===== config.mk =====
export PLATFORM = sky130hd
export DESIGN_NAME = ball_move_ctrl_flat
export DESIGN_NICKNAME = d
export VERILOG_FILES = /design/src/rtl/labyrinth_pkg.sv /design/src/rtl/ball_move_ctrl_if.sv /design/src/rtl/ball_move_ctrl_update_tick_gen.sv /design/src/rtl/ball_move_ctrl.sv /design/src/flat_wrapper.sv
export SDC_FILE = /design/constraint.sdc
export NUM_CORES = 1
export LEC_CHECK = 0
export ABC_CLOCK_PERIOD_IN_PS = 3350
export CELL_PAD_IN_SITES_DETAIL_PLACEMENT = 2
export CELL_PAD_IN_SITES_GLOBAL_PLACEMENT = 2
export CORE_ASPECT_RATIO = 1.2
export CORE_UTILIZATION = 35
export CTS_CLUSTER_DIAMETER = 150
export CTS_CLUSTER_SIZE = 8
export DETAILED_ROUTE_END_ITERATION = 16
export GPL_ROUTABILITY_DRIVEN = 0
export PLACE_DENSITY_LB_ADDON = 0.2
export RECOVER_POWER = 25
export SLEW_MARGIN = 20
export SYNTH_ARGS = -nofsm -noshare
export SYNTH_HDL_FRONTEND = slang
export SYNTH_HIERARCHICAL = 1
export SYNTH_SLANG_ARGS = --single-unit

===== constraint.sdc =====
create_clock -name clk -period 3.35 [get_ports clk]
set_input_delay 0.5025 -clock clk [delete_from_list [all_inputs] [get_ports clk]]
set_output_delay 0.5025 -clock clk [all_outputs]
set_load 0.005 [all_outputs]

===== src/rtl/labyrinth_pkg.sv =====
// Shared labyrinth types: move directions, world-map cell codes, ball sequencer states
// and the one-hot direction request decoder.
package labyrinth_pkg;

    typedef enum logic [1:0] {
        DIR_UP    = 2'd0,
        DIR_DOWN  = 2'd1,
        DIR_LEFT  = 2'd2,
        DIR_RIGHT = 2'd3
    } dir_t;

    typedef struct packed {
        logic valid;
        dir_t dir;
    } dir_req_t;

    localparam logic [1:0] MAP_EMPTY = 2'd0;
    localparam logic [1:0] MAP_PATH  = 2'd1;
    localparam logic [1:0] MAP_WALL  = 2'd2;
    localparam logic [1:0] MAP_GOAL  = 2'd3;

    localparam logic [1:0] ST_IDLE   = 2'd0;
    localparam logic [1:0] ST_SCAN   = 2'd1;
    localparam logic [1:0] ST_DRAIN  = 2'd2;
    localparam logic [1:0] ST_COMMIT = 2'd3;

    // {x_inc, x_dec, y_inc, y_dec}: anything other than exactly one bit is no request
    function automatic dir_req_t decode_dir(input logic [3:0] req);
        dir_req_t r;
        r.valid = 1'b1;
        r.dir   = DIR_UP;
        case (req)
            4'b1000: r.dir = DIR_RIGHT;
            4'b0100: r.dir = DIR_LEFT;
            4'b0010: r.dir = DIR_DOWN;
            4'b0001: r.dir = DIR_UP;
            default: r.valid = 1'b0;
        endcase
        return r;
    endfunction

endpackage


===== src/rtl/ball_move_ctrl_if.sv =====
// World-map lookup port: the ball sequencer (master) drives the pixel address and the
// map block (slave) answers with the cell code one cycle later.
interface ball_move_ctrl_if;

    logic [9:0] wrld_col_addr;
    logic [8:0] wrld_row_addr;
    logic [1:0] wrld_loc_info;

    modport master (
        output wrld_col_addr,
        output wrld_row_addr,
        input  wrld_loc_info
    );

    modport slave (
        input  wrld_col_addr,
        input  wrld_row_addr,
        output wrld_loc_info
    );

endinterface


===== src/rtl/ball_move_ctrl_update_tick_gen.sv =====
// Free-running clock-enable divider that paces ball move attempts; tick is high for the
// single cycle in which the counter sits at its terminal count.
module update_tick_gen #(
    parameter int CLK_FREQUENCY_HZ       = 100000000,
    parameter int UPDATE_FREQUENCY_HZ    = 30,
    parameter int CNTR_WIDTH             = 32,
    parameter int SIMULATE               = 0,
    parameter int SIMULATE_FREQUENCY_CNT = 5
) (
    input  logic clk,
    input  logic reset,
    output logic tick
);

    localparam int TOP_INT = (SIMULATE != 0) ? SIMULATE_FREQUENCY_CNT
                                             : CLK_FREQUENCY_HZ / UPDATE_FREQUENCY_HZ - 1;
    localparam logic [CNTR_WIDTH-1:0] TOP_CNT = CNTR_WIDTH'(TOP_INT);

    logic [CNTR_WIDTH-1:0] cnt;

    always_ff @(posedge clk or posedge reset) begin
        if (reset) begin
            cnt <= '0;
        end else if (cnt == TOP_CNT) begin
            cnt <= '0;
        end else begin
            cnt <= cnt + 1'b1;
        end
    end

    assign tick = (cnt == TOP_CNT);

endmodule


===== src/rtl/ball_move_ctrl.sv =====
// Ball motion sequencer: on each update tick latches one direction, scans the ball's
// leading edge through the world-map port and commits a one-pixel move if no wall is found.
module ball_move_ctrl #(
    parameter int CLK_FREQUENCY_HZ       = 100000000,
    parameter int UPDATE_FREQUENCY_HZ    = 30,
    parameter int CNTR_WIDTH             = 32,
    parameter int SIMULATE               = 0,
    parameter int SIMULATE_FREQUENCY_CNT = 5,
    parameter int INITIAL_X              = 521,
    parameter int INITIAL_Y              = 247,
    parameter int BALL_SIZE              = 15,
    parameter int MAX_X                  = 639,
    parameter int MAX_Y                  = 479
) (
    input  logic                    clk,
    input  logic                    reset,
    input  logic                    x_increment,
    input  logic                    x_decrement,
    input  logic                    y_increment,
    input  logic                    y_decrement,
    ball_move_ctrl_if.master        wrld,
    output logic [9:0]              x_out,
    output logic [8:0]              y_out,
    output logic                    busy,
    output logic                    move_done,
    output logic                    move_blocked,
    output logic                    goal_hit
);

    import labyrinth_pkg::*;

    localparam int SCAN_W = $clog2(BALL_SIZE + 1);
    localparam logic [SCAN_W-1:0] K_LAST = SCAN_W'(BALL_SIZE - 1);

    logic [1:0]        state;
    dir_t              dir;
    logic [SCAN_W-1:0] k;
    logic              valid;
    logic              goal_seen;
    logic              tick;
    dir_req_t          req;
    logic              at_edge;
    logic              datum_live;
    logic [9:0]        scan_col;
    logic [8:0]        scan_row;

    update_tick_gen #(
        .CLK_FREQUENCY_HZ       (CLK_FREQUENCY_HZ),
        .UPDATE_FREQUENCY_HZ    (UPDATE_FREQUENCY_HZ),
        .CNTR_WIDTH             (CNTR_WIDTH),
        .SIMULATE               (SIMULATE),
        .SIMULATE_FREQUENCY_CNT (SIMULATE_FREQUENCY_CNT)
    ) u_tick (
        .clk   (clk),
        .reset (reset),
        .tick  (tick)
    );

    assign req = decode_dir({x_increment, x_decrement, y_increment, y_decrement});

    // Widened sums so a ball touching the far edge is caught before any address is formed
    always_comb begin
        at_edge = 1'b0;
        case (req.dir)
            DIR_RIGHT: at_edge = ({1'b0, x_out} + 11'(BALL_SIZE)) > 11'(MAX_X);
            DIR_LEFT:  at_edge = (x_out == 10'd0);
            DIR_DOWN:  at_edge = ({1'b0, y_out} + 10'(BALL_SIZE)) > 10'(MAX_Y);
            default:   at_edge = (y_out == 9'd0);
        endcase
    end

    // Native-width address sums are safe here: the edge pre-check rules out any wrap
    always_comb begin
        scan_col = x_out;
        scan_row = y_out;
        case (dir)
            DIR_RIGHT: begin
                scan_col = x_out + 10'(BALL_SIZE);
                scan_row = y_out + 9'(k);
            end
            DIR_LEFT: begin
                scan_col = x_out - 10'd1;
                scan_row = y_out + 9'(k);
            end
            DIR_DOWN: begin
                scan_col = x_out + 10'(k);
                scan_row = y_out + 9'(BALL_SIZE);
            end
            default: begin
                scan_col = x_out + 10'(k);
                scan_row = y_out - 9'd1;
            end
        endcase
    end

    assign wrld.wrld_col_addr = (state == ST_SCAN) ? scan_col : x_out;
    assign wrld.wrld_row_addr = (state == ST_SCAN) ? scan_row : y_out;

    // Map data lags its address by a cycle, so the first SCAN cycle has nothing to sample
    assign datum_live = ((state == ST_SCAN) && (k != '0)) || (state == ST_DRAIN);
    assign busy       = (state != ST_IDLE);

    always_ff @(posedge clk or posedge reset) begin
        if (reset) begin
            state        <= ST_IDLE;
            dir          <= DIR_UP;
            k            <= '0;
            valid        <= 1'b0;
            goal_seen    <= 1'b0;
            x_out        <= 10'(INITIAL_X);
            y_out        <= 9'(INITIAL_Y);
            move_done    <= 1'b0;
            move_blocked <= 1'b0;
            goal_hit     <= 1'b0;
        end else begin
            move_done    <= 1'b0;
            move_blocked <= 1'b0;
            goal_hit     <= 1'b0;

            if (datum_live) begin
                if (wrld.wrld_loc_info == MAP_WALL) valid <= 1'b0;
                if (wrld.wrld_loc_info == MAP_GOAL) goal_seen <= 1'b1;
            end

            case (state)
                ST_IDLE: begin
                    if (tick && req.valid) begin
                        dir       <= req.dir;
                        k         <= '0;
                        goal_seen <= 1'b0;
                        valid     <= !at_edge;
                        state     <= at_edge ? ST_COMMIT : ST_SCAN;
                    end
                end
                ST_SCAN: begin
                    if (k == K_LAST) begin
                        state <= ST_DRAIN;
                    end else begin
                        k <= k + 1'b1;
                    end
                end
                ST_DRAIN: begin
                    state <= ST_COMMIT;
                end
                default: begin
                    if (valid) begin
                        case (dir)
                            DIR_RIGHT: x_out <= x_out + 10'd1;
                            DIR_LEFT:  x_out <= x_out - 10'd1;
                            DIR_DOWN:  y_out <= y_out + 9'd1;
                            default:   y_out <= y_out - 9'd1;
                        endcase
                        move_done <= 1'b1;
                        goal_hit  <= goal_seen;
                    end else begin
                        move_blocked <= 1'b1;
                    end
                    state <= ST_IDLE;
                end
            endcase
        end
    end

endmodule

===== src/flat_wrapper.sv =====
// flat-port wrapper written by rule: the top's interface ports become plain ports
module ball_move_ctrl_flat import labyrinth_pkg::*;
#(
    parameter int CLK_FREQUENCY_HZ       = 100000000,
    parameter int UPDATE_FREQUENCY_HZ    = 30,
    parameter int CNTR_WIDTH             = 32,
    parameter int SIMULATE               = 0,
    parameter int SIMULATE_FREQUENCY_CNT = 5,
    parameter int INITIAL_X              = 521,
    parameter int INITIAL_Y              = 247,
    parameter int BALL_SIZE              = 15,
    parameter int MAX_X                  = 639,
    parameter int MAX_Y                  = 479
)
  (clk, reset, x_increment, x_decrement, y_increment, y_decrement, x_out, y_out, busy, move_done, move_blocked, goal_hit, wrld_wrld_col_addr, wrld_wrld_row_addr, wrld_wrld_loc_info);
  ball_move_ctrl_if wrld_i ();
  input  logic clk;
  input  logic reset;
  input  logic x_increment;
  input  logic x_decrement;
  input  logic y_increment;
  input  logic y_decrement;
  output logic [9:0] x_out;
  output logic [8:0] y_out;
  output logic busy;
  output logic move_done;
  output logic move_blocked;
  output logic goal_hit;
  output wire logic [$bits(wrld_i.wrld_col_addr)-1:0] wrld_wrld_col_addr;
  output wire logic [$bits(wrld_i.wrld_row_addr)-1:0] wrld_wrld_row_addr;
  input wire logic [$bits(wrld_i.wrld_loc_info)-1:0] wrld_wrld_loc_info;
  assign wrld_wrld_col_addr = wrld_i.wrld_col_addr;
  assign wrld_wrld_row_addr = wrld_i.wrld_row_addr;
  assign wrld_i.wrld_loc_info = wrld_wrld_loc_info;
  ball_move_ctrl #(.CLK_FREQUENCY_HZ(CLK_FREQUENCY_HZ), .UPDATE_FREQUENCY_HZ(UPDATE_FREQUENCY_HZ), .CNTR_WIDTH(CNTR_WIDTH), .SIMULATE(SIMULATE), .SIMULATE_FREQUENCY_CNT(SIMULATE_FREQUENCY_CNT), .INITIAL_X(INITIAL_X), .INITIAL_Y(INITIAL_Y), .BALL_SIZE(BALL_SIZE), .MAX_X(MAX_X), .MAX_Y(MAX_Y)) u_core (.clk(clk), .reset(reset), .x_increment(x_increment), .x_decrement(x_decrement), .y_increment(y_increment), .y_decrement(y_decrement), .wrld(wrld_i), .x_out(x_out), .y_out(y_out), .busy(busy), .move_done(move_done), .move_blocked(move_blocked), .goal_hit(goal_hit));
endmodule

# == After elaboration in Yosys (flattened, before gate mapping) ==
# Cells that the tools add are included.
# Widths: inputs -> output; s select.
# classes
n_addsub,12
magnitude_cmp,2
eq_ne,19
mux,31
bitwise_logic,2
reduce_logical,19
# ops
cell,n
$pmux 10 s2,2
$pmux 9 s2,2
$add 32x1->32 const B,1
$eq 32x22->1 const B,1
$mux 32,1
$mux 1,15
$eq 2x2->1 const B,7
$pmux 2 s3,2
$add 10x4->11 const B,1
$gt 11x10->1 const B,1
$add 10x1->10 const B,1
$add 10x4->10,1
$add 10x4->10 const B,1
$add 9x4->10 const B,1
$gt 10x9->1 const B,1
$logic_not 10->1,1
$mux 10,1
$sub 10x1->10 const B,1
$add 9x1->9 const B,1
$add 9x4->9,1
$add 9x4->9 const B,1
$logic_not 9->1,1
$mux 9,1
$reduce_and 3->1,3
other kinds (24),36
# word_totals
register_bits,64
in_bits,8
output_inout_bits,42

# == Longest topological paths before layout ==
# logic_depth
word_depth,7
mapped_depth,12

# == Modules after synthesis ==
# The synthesis kept the hierarchy.
# modules_own_cells
module,instances,cells_each,area_each_um2,seq_area_each_um2
ball_move_ctrl,1,413,3218.1,813.3
update_tick_gen,1,159,1660.3,800.8

# == Least setup slack after synthesis ==
# Ideal clock, no wire load.
# synth_path
path_kind,register to output
startpoint,reg u_core.dir[0]
endpoint,out wrld_wrld_col_addr[5]
arrival_ps,2377
t_required_ps,2847
setup_slack_ps,471
path_stages_with_launch,12
n_path_buf,2
cell_sequence,dfrtp_1 clkbuf_1 clkbuf_1 nand2_1 nand2_1 ha_1 a21o_1 a21oi_1 o21bai_1 and3_1 o21ai_0 xnor2_1
# synth_via
elab_chain_cells,3
elab_cells_between_ends,4
# synth_rtl
item,line_no,source
"start, declared",ball_move_ctrl.sv:36,dir_t dir;
"start signal, assigned",ball_move_ctrl.sv:128,dir <= req.dir;
$eq 2x2->1,ball_move_ctrl.sv:76,case (dir)
$pmux 10 s2 (*),ball_move_ctrl.sv:76,
$mux 10 (*),ball_move_ctrl.sv:96,assign wrld.wrld_col_addr = (state == ST_SCAN) ? scan_col : x_out;
"end, declared",flat_wrapper.sv:29,output wire logic [$bits(wrld_i.wrld_col_addr)-1:0] wrld_wrld_col_addr;
# Mark *: on every way between the ends. The rest lies on a longest branch, timed or not.

# == Final worst setup path ==
# layout_path
startpoint,reg u_core.dir[0]
endpoint,out wrld_wrld_col_addr[8]
# The elaborated chain is that of the path after synthesis.

==> impl_results.md <==
* Cell count after synthesis at about 570
* Failing checks: max-capacitance violations, max-slew violations
* Initial Util at a little over a third
* Syn_nets at 605
* Top cells by count, synth: 54 x dfrtp_1, 50 x nor2_1, 42 x nand2_1
* Ys Warns at 6
* Clock Skew at between 0.006 and 0.007 ns
* Fin worst setup slack at roughly 0.094 ns
* Area Overhead vs Synth at 24.1%
* Most crowded layer after global routing: met2
* Final setup fails at 0
* Ratio of cells with drive above 1 in the final layout at 15.0%
* Die area at 14400 sq um
* Largest net degree at the start of global routing at 33
* Placement Setup Slack at between 0.06 and 0.07 ns
* Routed Antenna Nets at 0
* Final wirelength at about 17000 um
* Global-route wire length before repair at around 27000 um
* Cell taking the most area after synthesis: dfrtp_1
* Met3 usage at 2.98%
* # DRC at 0
* GRT Util Overall at 24.7%
* Syn_area_per_cell at approximately 8.5 sq um
* Status: complete, but fails checks
* Initial DRC Count at 160
* Routed WL per cell at about 21 um
* Placed cell areas at 5590 sq um
* Clock Pin Slew Worst Setup and Hold Paths at around 0.060 ns
* Ranking of synthesized cells by area: dfrtp_1 28%, ha_1 5.9%, xnor2_1 5.6%
* Grt ovf at 0
* Sequential fraction of the synthesis area at about a third
* HP Class: reg -> reg
* P per Cell Area at slightly above 300 nW/um^2
* Clk root buf: clkbuf_16
* Worst slew pin tran at about 2.0 ns
* Fin. max-slew vios at 33
* Final Hold Viols at 0
* Antenna violations before repair at 0
* Post-synth top flop: dfrtp_1
* FILL cells at approximately 1500
* Ports at 50
* Min cycle time layout at 3.26 ns
* Core ar. at approximately 13000 sq um
* Row count at 46
* Post-CTS Hold Fix Bufs at 0
* Met2 Use GR at between 40% and 50%
* VDD IR-drop max at around 0.19 mV
* Routed vias at approximately 4600
* TritonCTS clock tree: built
* Post-route design area at 6050 sq um
* Final worst path period share at 97.2%
* First drt pass iteration count at 4
* Unique masters post-synth at slightly above 70
* Crit-path max FO at 4
* Leak Pwr at around 0.0028 uW
* CTS Sinks at between 60 and 70
* MaxCap Viol Count at 1
* Final core occ at a little under half
* PortBufs at 49
* Vias in the first global route at between 5000 and 6000
* Layout Nets at between 600 and 700
* Critical path endpoint category: primary output
* Met1 usage at about 28%
* CTS max path bufs at 2
* Top-count cell post-synth: dfrtp_1
* Setup TNS Final at 0 ns
* Rel. slew slack at -35.5%
* Setup crit start kind: flop
* Clock Latency Late Sink at 0.34 ns
* Setup Crit Path Kind: reg -> out
* Vias per cell at around 5.8
* CP arrival at between 2 and 3 ns
* Register area at approximately 1600 sq um
* Share of the synthesized area in the top cell type at between 20% and 30%
* N_diodes at 0
* DP HPWL at ~12000 um
* Fmax achieved at 0.307 GHz
* Post-synth EDFFs at 0
* TritonCTS Buffers at 9
* Htree depth at 3
* Die extent in x at ~110 um
* Netlist Area Pre-Place at approximately 4900 sq um
* FFs w/ async S/R, synth at 100%
* Multi-input logic area at 3080 sq um
* Seq cells post-synth at 64
* Vert. Die Dim at between 100 and 150 um
* CP required at between 2 and 3 ns
-- stage by stage --
step | total power (uW) | instances | hold WS (ns)
detailed placement | 840 | 776 | 0.467
floorplan | 816 | 572 | 0.431
CTS | 1890 | 794 | 0.481
global placement | 838 | 776 | 0.461
finish | 1870 | 796 | 0.477
global route | 1920 | 796 | 0.495
-- power by group --
part / internal [uW] / leakage, uW / switching, uW
clock: 656 / 0.000149 / 389
sequential: 774 / 0.000839 / 0.288
combinational: 16.9 / 0.00183 / 33.7
total: 1450 / 0.00282 / 423
-- routing by layer --
layer | up-vias | wire length (um)
li1 | 2149 | -
met1 | 2360 | 6800
met2 | 57 | 9220
met3 | 26 | 348
met4 | 0 | 399
met5 | - | 0
-- state kept, by name, summed over array words and instances (netlist names) --
name                 count
u_core/x_out            10
u_core/y_out             9
u_core/move_done         1
u_core/move_blocked      1
u_core/u_tick/cnt       32
u_core/state             2
u_core/valid             1
u_core/goal_seen         1
u_core/dir               2
u_core/k                 4
u_core/goal_hit          1
-- final timing paths --
path                                             from                     to  slack, ns  depth (start not counted)
min in group asynchronous                       reset  u_core/u_tick/cnt[21]       0.72                          2
worst min register to register  u_core/u_tick/cnt[31]  u_core/u_tick/cnt[31]       0.48                          1
worst max-delay path                    u_core/dir[0]  wrld_wrld_col_addr[8]       0.09                         11
max in group asynchronous                       reset            u_core/k[1]       0.66                          3
worst max register to register   u_core/u_tick/cnt[0]        u_core/state[1]       0.57                         11
worst min-delay path            u_core/u_tick/cnt[31]  u_core/u_tick/cnt[31]       0.48                          1
-- logic make-up (layout without fill, tap and decap cells) --
group	Yosys count	in the layout	synth area share (%)
multiplexers	7	7	1.51
buffers and inverters	65	121	5.64
AND/OR/NAND/NOR	230	230	26.4
flip-flops	64	64	33.1
adder cells (fa/ha/maj)	25	25	6.72
XOR/XNOR	57	57	10.2
AO/OA/AOI/OAI	124	124	16.4
-- critical path, cell delays in order, from the launching register on --
cell and delay, ns:
dfrtp_2 0.45, nand2_2 0.13, nand2_1 0.07, ha_1 0.22, fa_2 0.37, a21o_1 0.20
a21oi_4 0.16, o21ai_0 0.09, nand2_1 0.09, nand2_1 0.05, nand2_1 0.08, clkdlybuf4s50_1 0.50
-- final cells by class --
type / count / share of cell area (%)
clock buffers: 10 / 3.78
clock inverters: 6 / 1.53
inverters: 27 / 1.67
multi-input cells: 443 / 50.9
flip-flops and latches: 64 / 26.7
well taps: 168 / 3.47
repair buffers: 78 / 11.9
-- cell usage in the layout (no fill, tap or decap), drive strengths merged, types with 17 or more instances in the layout --
master	n
dfrtp	54
nor2	50
nand2	42
a21oi	39
clkdlybuf4s50	38
o21ai	32
xnor2	31
buf	28
inv	28
xor2	26
nand3	24
ha	23
nand4	17
nor4	17
-- what timing repair did --
item,4_1_cts,5_1_grt
buffers inserted,2,2
gates cloned,0,0
resized for setup,22,17
pin swaps,1,5
endpoints found under the hold margin,0,0
setup endpoints to repair,11,9
Power figures use the tool's default switching activity.
